### src/rtl/clk_rst_sequencer.sv
`default_nettype none
//------------------------------------------------------------------------------
// Module   : clk_rst_sequencer
// Brief    : Releases a bank of resets in order once PLL lock is proven stable.
// Revision : 1.0 - initial release
//------------------------------------------------------------------------------
module clk_rst_sequencer #(
  parameter int N_OUTPUTS          = 4,
  parameter int LOCK_SYNC_STAGES   = 2,
  parameter int LOCK_STABLE_CYCLES = 256,
  parameter int STAGE_DELAY        = 16,
  parameter int LOCK_TIMEOUT       = 65536,
  parameter int PLL_RST_CYCLES     = 8
) (
  input  logic                 clk,
  input  logic                 rst,
  input  logic                 pll_locked,
  input  logic                 ext_hold,
  input  logic                 clr_lock_lost,
  output logic [N_OUTPUTS-1:0] rst_out,
  output logic                 pll_rst,
  output logic                 seq_done,
  output logic                 lock_lost,
  output logic [7:0]           retry_cnt,
  output logic [2:0]           state
);

  typedef enum logic [2:0] {
    S_WAIT_LOCK = 3'd0,
    S_STABLE    = 3'd1,
    S_RELEASE   = 3'd2,
    S_RUN       = 3'd3,
    S_PLL_RESET = 3'd4,
    S_HOLD      = 3'd5
  } state_t;

  // One shared counter serves every timed state, so size it for the longest.
  localparam int c_MAX_A   = (LOCK_TIMEOUT > LOCK_STABLE_CYCLES) ? LOCK_TIMEOUT : LOCK_STABLE_CYCLES;
  localparam int c_MAX_B   = (STAGE_DELAY > PLL_RST_CYCLES) ? STAGE_DELAY : PLL_RST_CYCLES;
  localparam int c_CNT_MAX = (c_MAX_A > c_MAX_B) ? c_MAX_A : c_MAX_B;
  localparam int c_CNT_W   = $clog2(c_CNT_MAX);
  localparam int c_IDX_W   = (N_OUTPUTS > 1) ? $clog2(N_OUTPUTS) : 1;

  localparam logic [c_CNT_W-1:0]   c_TIMEOUT_LAST = c_CNT_W'(LOCK_TIMEOUT - 1);
  localparam logic [c_CNT_W-1:0]   c_STABLE_LAST  = c_CNT_W'(LOCK_STABLE_CYCLES - 1);
  localparam logic [c_CNT_W-1:0]   c_STAGE_LAST   = c_CNT_W'(STAGE_DELAY - 1);
  localparam logic [c_CNT_W-1:0]   c_PLLRST_LAST  = c_CNT_W'(PLL_RST_CYCLES - 1);
  localparam logic [c_IDX_W-1:0]   c_IDX_LAST     = c_IDX_W'(N_OUTPUTS - 1);
  localparam logic [N_OUTPUTS-1:0] c_ALL_ONES     = '1;

  logic [LOCK_SYNC_STAGES-1:0] r_sync;
  state_t                      r_state;
  logic [c_CNT_W-1:0]          r_cnt;
  logic [c_IDX_W-1:0]          r_idx;
  logic [N_OUTPUTS-1:0]        r_rst_out;
  logic                        r_pll_rst;
  logic                        r_seq_done;
  logic                        r_lock_lost;
  logic [7:0]                  r_retry;

  state_t                      w_state;
  logic [c_CNT_W-1:0]          w_cnt;
  logic [c_IDX_W-1:0]          w_idx;
  logic [N_OUTPUTS-1:0]        w_rst_out;
  logic                        w_pll_rst;
  logic                        w_seq_done;
  logic                        w_lock_lost;
  logic [7:0]                  w_retry;
  logic                        w_set_lost;
  logic                        w_locked_s;
  logic [7:0]                  w_retry_inc;

  assign w_locked_s  = r_sync[LOCK_SYNC_STAGES-1];
  assign w_retry_inc = (r_retry == 8'hFF) ? r_retry : r_retry + 8'd1;

  always_ff @(posedge clk or posedge rst) begin
    if (rst) begin
      r_sync <= '0;
    end else begin
      r_sync <= {r_sync[LOCK_SYNC_STAGES-2:0], pll_locked};
    end
  end

  always_ff @(posedge clk or posedge rst) begin
    if (rst) begin
      r_state     <= S_WAIT_LOCK;
      r_cnt       <= '0;
      r_idx       <= '0;
      r_rst_out   <= c_ALL_ONES;
      r_pll_rst   <= 1'b0;
      r_seq_done  <= 1'b0;
      r_lock_lost <= 1'b0;
      r_retry     <= 8'd0;
    end else begin
      r_state     <= w_state;
      r_cnt       <= w_cnt;
      r_idx       <= w_idx;
      r_rst_out   <= w_rst_out;
      r_pll_rst   <= w_pll_rst;
      r_seq_done  <= w_seq_done;
      r_lock_lost <= w_lock_lost;
      r_retry     <= w_retry;
    end
  end

  always_comb begin
    w_state    = r_state;
    w_cnt      = r_cnt;
    w_idx      = r_idx;
    w_rst_out  = r_rst_out;
    w_pll_rst  = r_pll_rst;
    w_seq_done = r_seq_done;
    w_retry    = r_retry;
    w_set_lost = 1'b0;

    case (r_state)
      S_WAIT_LOCK: begin
        w_rst_out  = c_ALL_ONES;
        w_seq_done = 1'b0;
        w_pll_rst  = 1'b0;
        if (w_locked_s) begin
          w_state = S_STABLE;
          w_cnt   = '0;
        end else if (r_cnt == c_TIMEOUT_LAST) begin
          w_state   = S_PLL_RESET;
          w_cnt     = '0;
          w_pll_rst = 1'b1;
          w_retry   = w_retry_inc;
        end else begin
          w_cnt = r_cnt + 1'b1;
        end
      end

      S_PLL_RESET: begin
        if (r_cnt == c_PLLRST_LAST) begin
          w_state   = S_WAIT_LOCK;
          w_cnt     = '0;
          w_pll_rst = 1'b0;
        end else begin
          w_cnt = r_cnt + 1'b1;
        end
      end

      S_STABLE: begin
        if (!w_locked_s) begin
          w_state = S_WAIT_LOCK;
          w_cnt   = '0;
        end else if (ext_hold) begin
          w_state = S_HOLD;
          w_cnt   = '0;
        end else if (r_cnt == c_STABLE_LAST) begin
          w_state   = S_RELEASE;
          w_cnt     = '0;
          w_idx     = '0;
          w_rst_out = c_ALL_ONES;
        end else begin
          w_cnt = r_cnt + 1'b1;
        end
      end

      S_RELEASE, S_RUN: begin
        // Lock loss is checked before hold so it wins and gets flagged.
        if (!w_locked_s) begin
          w_set_lost = 1'b1;
          w_state    = S_WAIT_LOCK;
          w_cnt      = '0;
          w_idx      = '0;
          w_rst_out  = c_ALL_ONES;
          w_seq_done = 1'b0;
        end else if (ext_hold) begin
          w_state    = S_HOLD;
          w_cnt      = '0;
          w_idx      = '0;
          w_rst_out  = c_ALL_ONES;
          w_seq_done = 1'b0;
        end else if (r_state == S_RELEASE) begin
          if (r_cnt == c_STAGE_LAST) begin
            w_cnt = '0;
            for (int k = 0; k < N_OUTPUTS; k++) begin
              if (r_idx == c_IDX_W'(k)) begin
                w_rst_out[k] = 1'b0;
              end
            end
            if (r_idx == c_IDX_LAST) begin
              w_state    = S_RUN;
              w_seq_done = 1'b1;
            end else begin
              w_idx = r_idx + 1'b1;
            end
          end else begin
            w_cnt = r_cnt + 1'b1;
          end
        end
      end

      S_HOLD: begin
        w_rst_out  = c_ALL_ONES;
        w_seq_done = 1'b0;
        if (!ext_hold) begin
          w_state = S_WAIT_LOCK;
          w_cnt   = '0;
        end
      end

      default: begin
        w_state    = S_WAIT_LOCK;
        w_cnt      = '0;
        w_idx      = '0;
        w_rst_out  = c_ALL_ONES;
        w_pll_rst  = 1'b0;
        w_seq_done = 1'b0;
      end
    endcase

    if (w_set_lost) begin
      w_lock_lost = 1'b1;
    end else if (clr_lock_lost) begin
      w_lock_lost = 1'b0;
    end else begin
      w_lock_lost = r_lock_lost;
    end
  end

  assign rst_out   = r_rst_out;
  assign pll_rst   = r_pll_rst;
  assign seq_done  = r_seq_done;
  assign lock_lost = r_lock_lost;
  assign retry_cnt = r_retry;
  assign state     = r_state;

endmodule
`default_nettype wire

### config.mk
export PLATFORM = sky130hd
export DESIGN_NAME = clk_rst_sequencer
export DESIGN_NICKNAME = d
export VERILOG_FILES = /design/src/rtl/clk_rst_sequencer.sv
export SDC_FILE = /design/constraint.sdc
export NUM_CORES = 1
export LEC_CHECK = 0
export ABC_CLOCK_PERIOD_IN_PS = 5350
export CAP_MARGIN = 20
export CORE_MARGIN = 4
export CORE_UTILIZATION = 50
export DETAILED_ROUTE_END_ITERATION = 6
export GPL_ROUTABILITY_DRIVEN = 0
export PLACE_DENSITY = 0.8
export REMOVE_ABC_BUFFERS = 1
export SLEW_MARGIN = 20
export SYNTH_ARGS = -nofsm -noshare
export SYNTH_HDL_FRONTEND = slang
export SYNTH_SLANG_ARGS = --single-unit
### constraint.sdc
create_clock -name clk -period 5.35 [get_ports clk]
set_input_delay 0.8025 -clock clk [delete_from_list [all_inputs] [get_ports clk]]
set_output_delay 0.8025 -clock clk [all_outputs]
set_load 0.01 [all_outputs]
# ---- Yosys cells after proc, flatten, opt, wreduce, memory -nomap -nowiden
# Index checks and enable logic that the tools add are counted.
dict set report op_classes {
  n_addsub 3
  muxes 60
  bitwise 6
  reduce_logical 17
  n_eq_ne 27
}
# op n
set op_table {}
lappend op_table {{$mux W16} 11}
lappend op_table {{$pmux W16 S5} 1}
lappend op_table {{$reduce_and A7 Y1} 6}
lappend op_table {{$mux W3} 12}
lappend op_table {{$ne A4 B4 Y1 const B} 8}
lappend op_table {{$mux W4} 7}
lappend op_table {{$add A16 B1 Y16 const B} 1}
lappend op_table {{$eq A16 B16 Y1 const B} 1}
lappend op_table {{$eq A16 B3 Y1 const B} 1}
lappend op_table {{$eq A16 B4 Y1 const B} 1}
lappend op_table {{$eq A16 B8 Y1 const B} 1}
lappend op_table {{$mux W1} 16}
lappend op_table {{$mux W2} 8}
lappend op_table {{$pmux W3 S5} 1}
lappend op_table {{$pmux W4 S3} 1}
lappend op_table {{$ne A2 B2 Y1 const B} 5}
lappend op_table {{$add A8 B1 Y8 const B} 1}
lappend op_table {{$eq A8 B8 Y1 const B} 1}
lappend op_table {{$reduce_and A4 Y1} 2}
lappend op_table {{$eq A3 B2 Y1 const B} 2}
lappend op_table {{$eq A3 B3 Y1 const B} 2}
lappend op_table {{$not A1 Y1} 6}
lappend op_table {{$pmux W2 S3} 1}
lappend op_table {{$eq A2 B2 Y1 const B} 2}
lappend op_table {{13 further kinds} 15}
dict set report word_totals {
  out_inout_bits 18
  reg_bits 38
}

# ---- Depth between registers and ports, before layout
dict set report logic_depth {
  word_depth 7
  mapped_depth 7
  depth_no_buf 6
}

# ---- Worst setup path before layout
# Ideal clock, no wire load.
dict set report synth_path {
  kind {in2reg}
  start {input ext_hold}
  end {register r_cnt[12]}
  t_arrival_ns 1.969
  cell_stages 6
  setup_ns 0.119
  slack_ns 3.262
  cell_sequence {and3b_1 o21ai_0 o21ai_1 nor4b_4 buf_4 nor2_1}
}
dict set report synth_via {
  elab_chain_cells 3
  word_cells_on_any_way 8
  classes_between {eq/ne (2); mux (5); reduce/logical (1)}
}
# item line_no
set synth_rtl {}
lappend synth_rtl {{start: declaration} 18} ;# input logic ext_hold,
lappend synth_rtl {{$mux W16, on equally long branches} {170, 148}}
lappend synth_rtl {{$mux W16, on equally long branches} {163, 145}}
lappend synth_rtl {{$pmux W16 S5} 116} ;# case (r_state)
lappend synth_rtl {{end signal: assignment} 96} ;# r_cnt <= w_cnt;
lappend synth_rtl {{end: declaration} 53} ;# logic [c_CNT_W-1:0] r_cnt;
# Parallel ways exist; a longest one is shown, timed or not.
# A chain may end at the register's enable or synchronous reset.

# ---- Final worst setup path
dict set report layout_path {
  start {input ext_hold}
  end {register r_cnt[1]}
}
# Same word-level chain as after synthesis.

==> results.md <==
- Ant diodes: 0
- Final hold slack: 0.361 ns
- Dominant synthesized flop cell: dfrtp_1
- Aggregate routed wire length: 4.18 mm
- Post-Syn Instances: 209
- Number of synthesized register bits: 38
- Critical path arrival: 2.98 ns
- Post-synth top area share: 0.405
- Die Area: 5300 um^2
- Met2 usage: 0.245
- Asr flop ratio synth: 1.00
- Max Cap Viol: 0
- Hold Crit Class: register to register
- Setup crit end kind: register
- # Post-CTS Setup Buffers: 0
- H-tree depth: 2
- Distinct cell type count after synthesis: 45
- TNS Setup: 0 ns
- M3 GR Usage: 0.0482
- Post-route ant nets: 0
- # clock sinks: 38
- Routed WL per cell: 14.8 um
- # port buffers: 22
- Clock transition at the registers of the reported paths: ~0.07 ns
- GRT Total Usage: 0.170
- Crit Path Max Fanout: 15
- TritonCTS clock tree: done
- Power density over the cells: 328 nW/um^2
- Switching Fraction: 0.348
- Period utilization: 0.532
- Startpoint types: input pin
- Dominant cells by area after synthesis: dfrtp_1, xnor2_1, dfstp_2
- Post-layout net count: 242
- Hold_buf cts: 0
- Combinational power share: 0.308
- DRC: 0
- EDFF count, synth: 0
- Die W: 72.8 um
- Inserted Clock Buffers: 5
- Seq/Total Area, Yosys: 0.456
- DRT iter0 DRCs: about 180
- Most common cell after layout, fill and taps aside: dfrtp_1
- Count of pins over their slew limit: 0
- Drt first pass iters: 4
- Req. time, crit path: 5.49 ns
- First-pass GRT wire length: 6.98 mm
- Fill count: 364
- Slew HR: 0.469
- Total core area: roughly 4000 um^2
- Final Util: 0.607
- Average instance area after synthesis: 10.0 um^2
- Peak Freq: 0.351 GHz
- Clock skew: 0.00837 ns
- Crit path time final: 2.84 ns
- Leak pwr: 1.04 nW
- Initial core utilization: 0.521
- Ratio of cells with drive above 1 in the final layout: 0.108
- Final Setup Violations: 0
- Tightest Pin Transition: between 0.7 and 0.8 ns
- Area leader, netlist: dfrtp_1
- Post-DP Area: 2350 um^2
- Clk_lat worst skew: between 0.2 and 0.3 ns
- Clk network pwr share: 0.251
- Area Overhead vs Synth: 16.6%
- Total congestion overflow: 0
- RSZ-0062 raised after global routing: false
- Hold Vio Cnt, Final: 0
- Root buf cell: clkbuf_8
- Crit Path Class: input pin to register
- Via density: 5.78
- Vias in the first global route: 1,532
- Fin area: approximately 2400 um^2
- Largest net degree at the start of global routing: 39
- IO Pins: 23
- Most frequent cells in the layout: dfrtp_1, nor2_1, clkdlybuf4s50_1
- Initial antenna violation count: 0
- Post-CTS sizing: 0
- Maximum vdd drop: 0.000178 V
- Die Y: 72.8 um
- Sequential power share: 0.441
- Total number of vias: 1,630
- Syn. warnings: 0
- GRT met1 Usage: 0.231
- Max Root-Sink Buffers: 2
- DP HPWL: 2.85 mm
- Psw: 280 uW
- Status: finished clean
- Site row count: 23
- Synth Cell Area: approximately 2100 um^2
- GRT busiest layer: met2
- Int Pwr: 523 uW
## metrics by stage
stage / setup WS (ns) / power (mW) / cells
5_1_grt: 2.31 / 0.859 / 282
3_5_place_dp: 2.25 / 0.601 / 274
4_1_cts: 2.53 / 0.810 / 282
2_1_floorplan: 3.18 / 0.527 / 201
6_report: 2.51 / 0.803 / 282
3_3_place_gp: 2.35 / 0.596 / 274
## path summary, 6_finish.rpt
check	startpoint	slack, ns	cells past startpoint	endpoint
worst min register to register	r_sync[0]	0.36	0	r_sync[1]
worst min-delay path	r_sync[0]	0.36	0	r_sync[1]
worst max register to register	state[1]	2.94	5	r_cnt[1]
min in group asynchronous	rst	0.91	3	retry_cnt[4]
max in group asynchronous	rst	4.10	3	rst_out[1]
worst max-delay path	ext_hold	2.51	6	r_cnt[1]
## layer usage
| metal | up-vias | wire, um |
|---|---|---|
| li1 | 788 | - |
| met5 | - | 0 |
| met1 | 788 | 1970 |
| met3 | 11 | 167 |
| met2 | 43 | 1930 |
| met4 | 0 | 116 |
## registers in the layout, summed over array words and instances (netlist names)
register   cells
r_cnt         16
retry_cnt      8
rst_out        4
state          3
r_idx          2
r_sync         2
lock_lost      1
pll_rst        1
seq_done       1
## final cells by class
type / instances / area (um^2) / area share
Tap cell: 50 / 62.6 / 0.0256
Timing Repair Buffer: 23 / 228 / 0.0931
Clock buffer: 6 / 82.6 / 0.0338
Multi-Input combinational cell: 156 / 1080 / 0.441
Inverter: 7 / 26.3 / 0.0107
Clock inverter: 2 / 12.5 / 0.00512
Sequential cell: 38 / 956 / 0.391
## power by group through the flow
stage | registers, mW | logic [mW] | clock network, mW
floorplan | 0.352 | 0.175 | 0
global placement | 0.358 | 0.239 | 0
detailed placement | 0.359 | 0.243 | 0
CTS | 0.352 | 0.249 | 0.209
global route | 0.359 | 0.276 | 0.224
finish | 0.354 | 0.247 | 0.202
## worst max-delay path: stages
cell             delay [ns]
clkdlybuf4s50_1        0.60
nor4bb_2               0.13
o21ai_0                0.42
o21ai_1                0.19
nor4b_4                0.70
nor3_1                 0.13
## cell families (layout without fill, tap and decap cells)
group	Yosys count	in the layout	share of synthesized area
buffers and inverters	15	38	0.0304
muxes	3	3	0.0149
and+or+nand+nor	97	97	0.285
xor gates and xnor gates	22	22	0.0918
AOI/OAI and AO/OA	28	28	0.0865
DFF	38	38	0.456
adders and majority gates	6	6	0.0358
## Yosys cell counts (2+ instances only)
library cell,number
mux2i_1,2
buf_2,3
nor4_4,3
nor3b_1,2
dfstp_2,4
a2bb2oi_1,3
inv_1,7
dfrtp_1,34
nor2_1,23
xnor2_1,19
and3_1,5
nand3_1,5
nor3_1,8
o22ai_1,3
xor2_1,3
o21ai_0,7
a21oi_1,6
nand4_1,10
nor4_1,7
or3b_1,2
ha_1,6
nand2b_1,6
o21a_1,2
nand2_1,15
clkbuf_1,4
No activity file was read; power rests on OpenSTA's default activity.
==> edit 1, RTL diff (same flow settings) <==
Make the reset (`rst`) synchronous in 2 clocked blocks.
--- a/src/rtl/clk_rst_sequencer.sv
+++ b/src/rtl/clk_rst_sequencer.sv
@@ -73,7 +73,7 @@
   assign w_locked_s  = r_sync[LOCK_SYNC_STAGES-1];
   assign w_retry_inc = (r_retry == 8'hFF) ? r_retry : r_retry + 8'd1;
 
-  always_ff @(posedge clk or posedge rst) begin
+  always_ff @(posedge clk) begin
     if (rst) begin
       r_sync <= '0;
     end else begin
@@ -81,7 +81,7 @@
     end
   end
 
-  always_ff @(posedge clk or posedge rst) begin
+  always_ff @(posedge clk) begin
     if (rst) begin
       r_state     <= S_WAIT_LOCK;
       r_cnt       <= '0;
Behaviour: differs if rst is asserted again (counterexample within 4 cycles, from zero or initial values and one cycle with rst high); with rst held inactive, the same outputs for 10 cycles.
==> edit 1 against the unedited design <==
Critical path type unchanged. Clock skew up 0.0032 ns. Sequential cell count unchanged. Die area down 1.5%. Design area down 3.2%. Setup slack worse by 0.0084 ns. Routed wire length up 1.1%. First-iteration DRC count down 61%. Utilization down 1.5 points. Highest routed layer unchanged. Area after synthesis down 1.7%. Global-route usage down 0.29 points. Hold slack better by 0.064 ns. Fmax down 0.30%.
Power is not compared: it rests on default switching activity, and its combinational part moved more than twofold at a synthesized area within 25%.
==> edit 1: results (changes against the unedited design) <==
- Slowest CP cell: clkdlybuf4s50_1
- Vias in the first global route: 1,545 (+0.85%)
- Fillers: 370 (+1.6%)
- Largest net degree at the start of global routing: 28 (-28%)
- GRT Util Overall: 16.7% (-0.29 points)
- Mux share of post-synthesis cell area: 1.52% (+0.025 points)
- Async set-reset flop share out of synthesis: 0% (-100 points)
- Top post-synthesis cells by count: 38 x dfxtp_1, 30 x nor2_1, 21 x nand2_1
- Crit path from: ext_hold
- Mapped Cells: 242 (+16%)
- Register area share after synthesis: 36.9% (-8.7 points)
- Layout cells sized above 1: 9.92% (-0.85 points)
- Status: complete, no violations
- Post-DP Area: 2270 sq um (-3.4%)
- Per-cell routed wire length: 13.5 um (-8.7%)
- DP Wirelength: 3.02 mm (+6.0%)
- Area contributors post-synth: dfxtp_1 37%, nor2_1 5.5%, nand3_1 3.9%
- Net Sw Frac: about a quarter
- Nets: 272 (+12%)
- Crit-path max FO: 9 (-6)
- Placement Setup Slack: 2.22 ns (-0.0275 ns)
- Vias/cell: 5.73 (-0.80%)
- Worst Skew: 0.0115 ns (+0.00316 ns)
- Critical Path AT: 3.02 ns (+0.04 ns)
- Synth Area in Compound Gates: 13.0% (+4.3 points)
- Critical hold path startpoint: r_sync[0]
- Hold Crit Depth: 1 (+1)
- Crit Reg-Reg Startpoint: state[2]
- Measured slew at the worst slew-check pin: 0.979 ns (+0.187 ns)
- Vias post-DR: 1,789 (+9.8%)
- Initial DRC Count: 71 (-61%)
- CP max stage delay: 0.56 ns (-0.14 ns)
- Distinct cells, synth: 55 (+22%)
- First-pass GRT wire length: 6.95 mm (-0.49%)
edit 1: changes by cell type after synthesis, sizes merged, moves of 4 or more:
cell / delta
xor2: +6
nor2: +7
a21o: +5
nand3: +11
dfrtp: -34
nand2: +6
dfxtp: +38
xnor2: -11
dfstp: -4
or3: +4
nor2b: +4
edit 1: final cells by class:
cell class                 count  area (sq um)  area share, %
multi-input combinational    186          1200           50.6
sequential                    38           761           32.1
timing repair buffer          22           220           9.30
clock buffer                   6          82.6           3.49
tap                           50          62.6           2.64
inverter                       8          30.0           1.27
clock inverter                 2          12.5          0.529
edit 1: worst paths after layout:
check | to | slack (ns)
max reg2reg | r_cnt[3] | 2.94
max | r_cnt[3] | 2.50
min | r_sync[1] | 0.42
min reg2reg | r_sync[1] | 0.42
edit 1: metal layers:
layer	part of all wire (%)	vias to the layer above	routed length [um]
li1	-	904	-
met1	48	841	2010
met2	47	38	1970
met3	4.5	6	189
met4	1.3	0	56
met5	0	-	0
==> edit 2, RTL diff (config.mk and constraints unchanged) <==
Without the edit above. The parameter `LOCK_STABLE_CYCLES` goes from 256 to 1024.
--- a/src/rtl/clk_rst_sequencer.sv
+++ b/src/rtl/clk_rst_sequencer.sv
@@ -7,7 +7,7 @@
 module clk_rst_sequencer #(
   parameter int N_OUTPUTS          = 4,
   parameter int LOCK_SYNC_STAGES   = 2,
-  parameter int LOCK_STABLE_CYCLES = 256,
+  parameter int LOCK_STABLE_CYCLES = 1024,
   parameter int STAGE_DELAY        = 16,
   parameter int LOCK_TIMEOUT       = 65536,
   parameter int PLL_RST_CYCLES     = 8
Check against the original RTL: no difference found for any inputs over 10 cycles, from zero or initial values and one cycle with rst high; that may be too few to reach the edited logic, so the function may still have changed.
==> edit 2 against the unedited design <==
Routed wire length grew 2.1%. Via count rose by 2.0%. Power decreased by 1.4%. Sequential cell count unchanged. Synthesized cell count unchanged. Design area rose by 1.9%. Area after synthesis increased by 2.5%. Setup slack improved by 0.29 ns.
==> edit 2: results (changes against the unedited design) <==
- XOR/XNOR Fraction of Synth Area: 7.33% (-1.9 points)
- M3 GR Usage: 3.42% (-1.4 points)
- Seq area share: 38.3% (-0.75 points)
- Register area share after synthesis: 44.4% (-1.1 points)
- Grt met1 use: 24.2% (+1.1 points)
- Syn_area_per_cell: 10.3 sq um (+2.5%)
- CP max stage delay: 0.59 ns (-0.11 ns)
- Vias post-DR: 1,663 (+2.0%)
- Setup ws final: 2.79 ns (+0.286 ns)
- Leak: 1.01 nW (-3.2%)
- Nets: 243 (+0.41%)
- Placed insts: 275 (+0.36%)
- Max VDD drop: 0.125 mV (-30%)
- Distinct cells, synth: 49 (+8.9%)
- Mux share of post-synthesis cell area: 2.73% (+1.2 points)
- Measured slew at the worst slew-check pin: 0.542 ns (-0.251 ns)
- Area share of fa/ha/maj cells after synthesis: 3.49% (-0.087 points)
- Worst Skew: 0.00677 ns (-0.00160 ns)
- Critical Path AT: 2.74 ns (-0.24 ns)
- Final wirelength: 4.26 mm (+2.1%)
- Post-DP Area: 2400 sq um (+2.0%)
- Area grow syn2layout: 15.9%
- Top post-synthesis cells by count: 34 x dfrtp_1, 18 x nor2_1, 17 x xnor2_1
- Per-cell routed wire length: 15.1 um (+1.7%)
- Mapped Area: 2150 sq um (+2.5%)
- Area contributors post-synth: dfrtp_1 40%, xnor2_1 6.9%, dfstp_2 4.9%
- Internal: 0.509 mW (-2.7%)
- Synth Area in Compound Gates: 13.0% (+4.3 points)
- Status: complete, no violations
- Crit-path max FO: 9 (-6)
- Crit Reg-Reg Startpoint: r_cnt[12]
## edit 2: changes by cell type after synthesis, sizes merged, moves of 4 or more
cell	before	now
nand3	5	11
a21oi	6	10
inv	7	11
o32ai	0	4
nor2	23	19
clkbuf	4	0
nand2b	6	1
a221oi	0	4
## edit 2: power groups by stage
stage / Combinational (mW) / Clock (mW) / Sequential (mW)
after CTS: 0.240 / 0.211 / 0.348
after detailed placement: 0.239 / 0 / 0.353
final: 0.239 / 0.204 / 0.348
after global placement: 0.234 / 0 / 0.352
after global routing: 0.271 / 0.220 / 0.353
after floorplan: 0.176 / 0 / 0.347
## edit 2: layer usage
layer | vias to the layer above | part of all wire [%]
met2 | 41 | 49
met1 | 808 | 46
met3 | 6 | 4.5
li1 | 808 | -
met5 | - | 0
met4 | 0 | 1.1
## edit 2: worst register-to-register path: cells and delay by family, from the launching register on
| family | cells | cell delay [ns] |
|---|---|---|
| AOI/OAI and AO/OA | 2 | 0.35 |
| DFF | 1 | 0.44 |
| and+or+nand+nor | 3 | 1.32 |
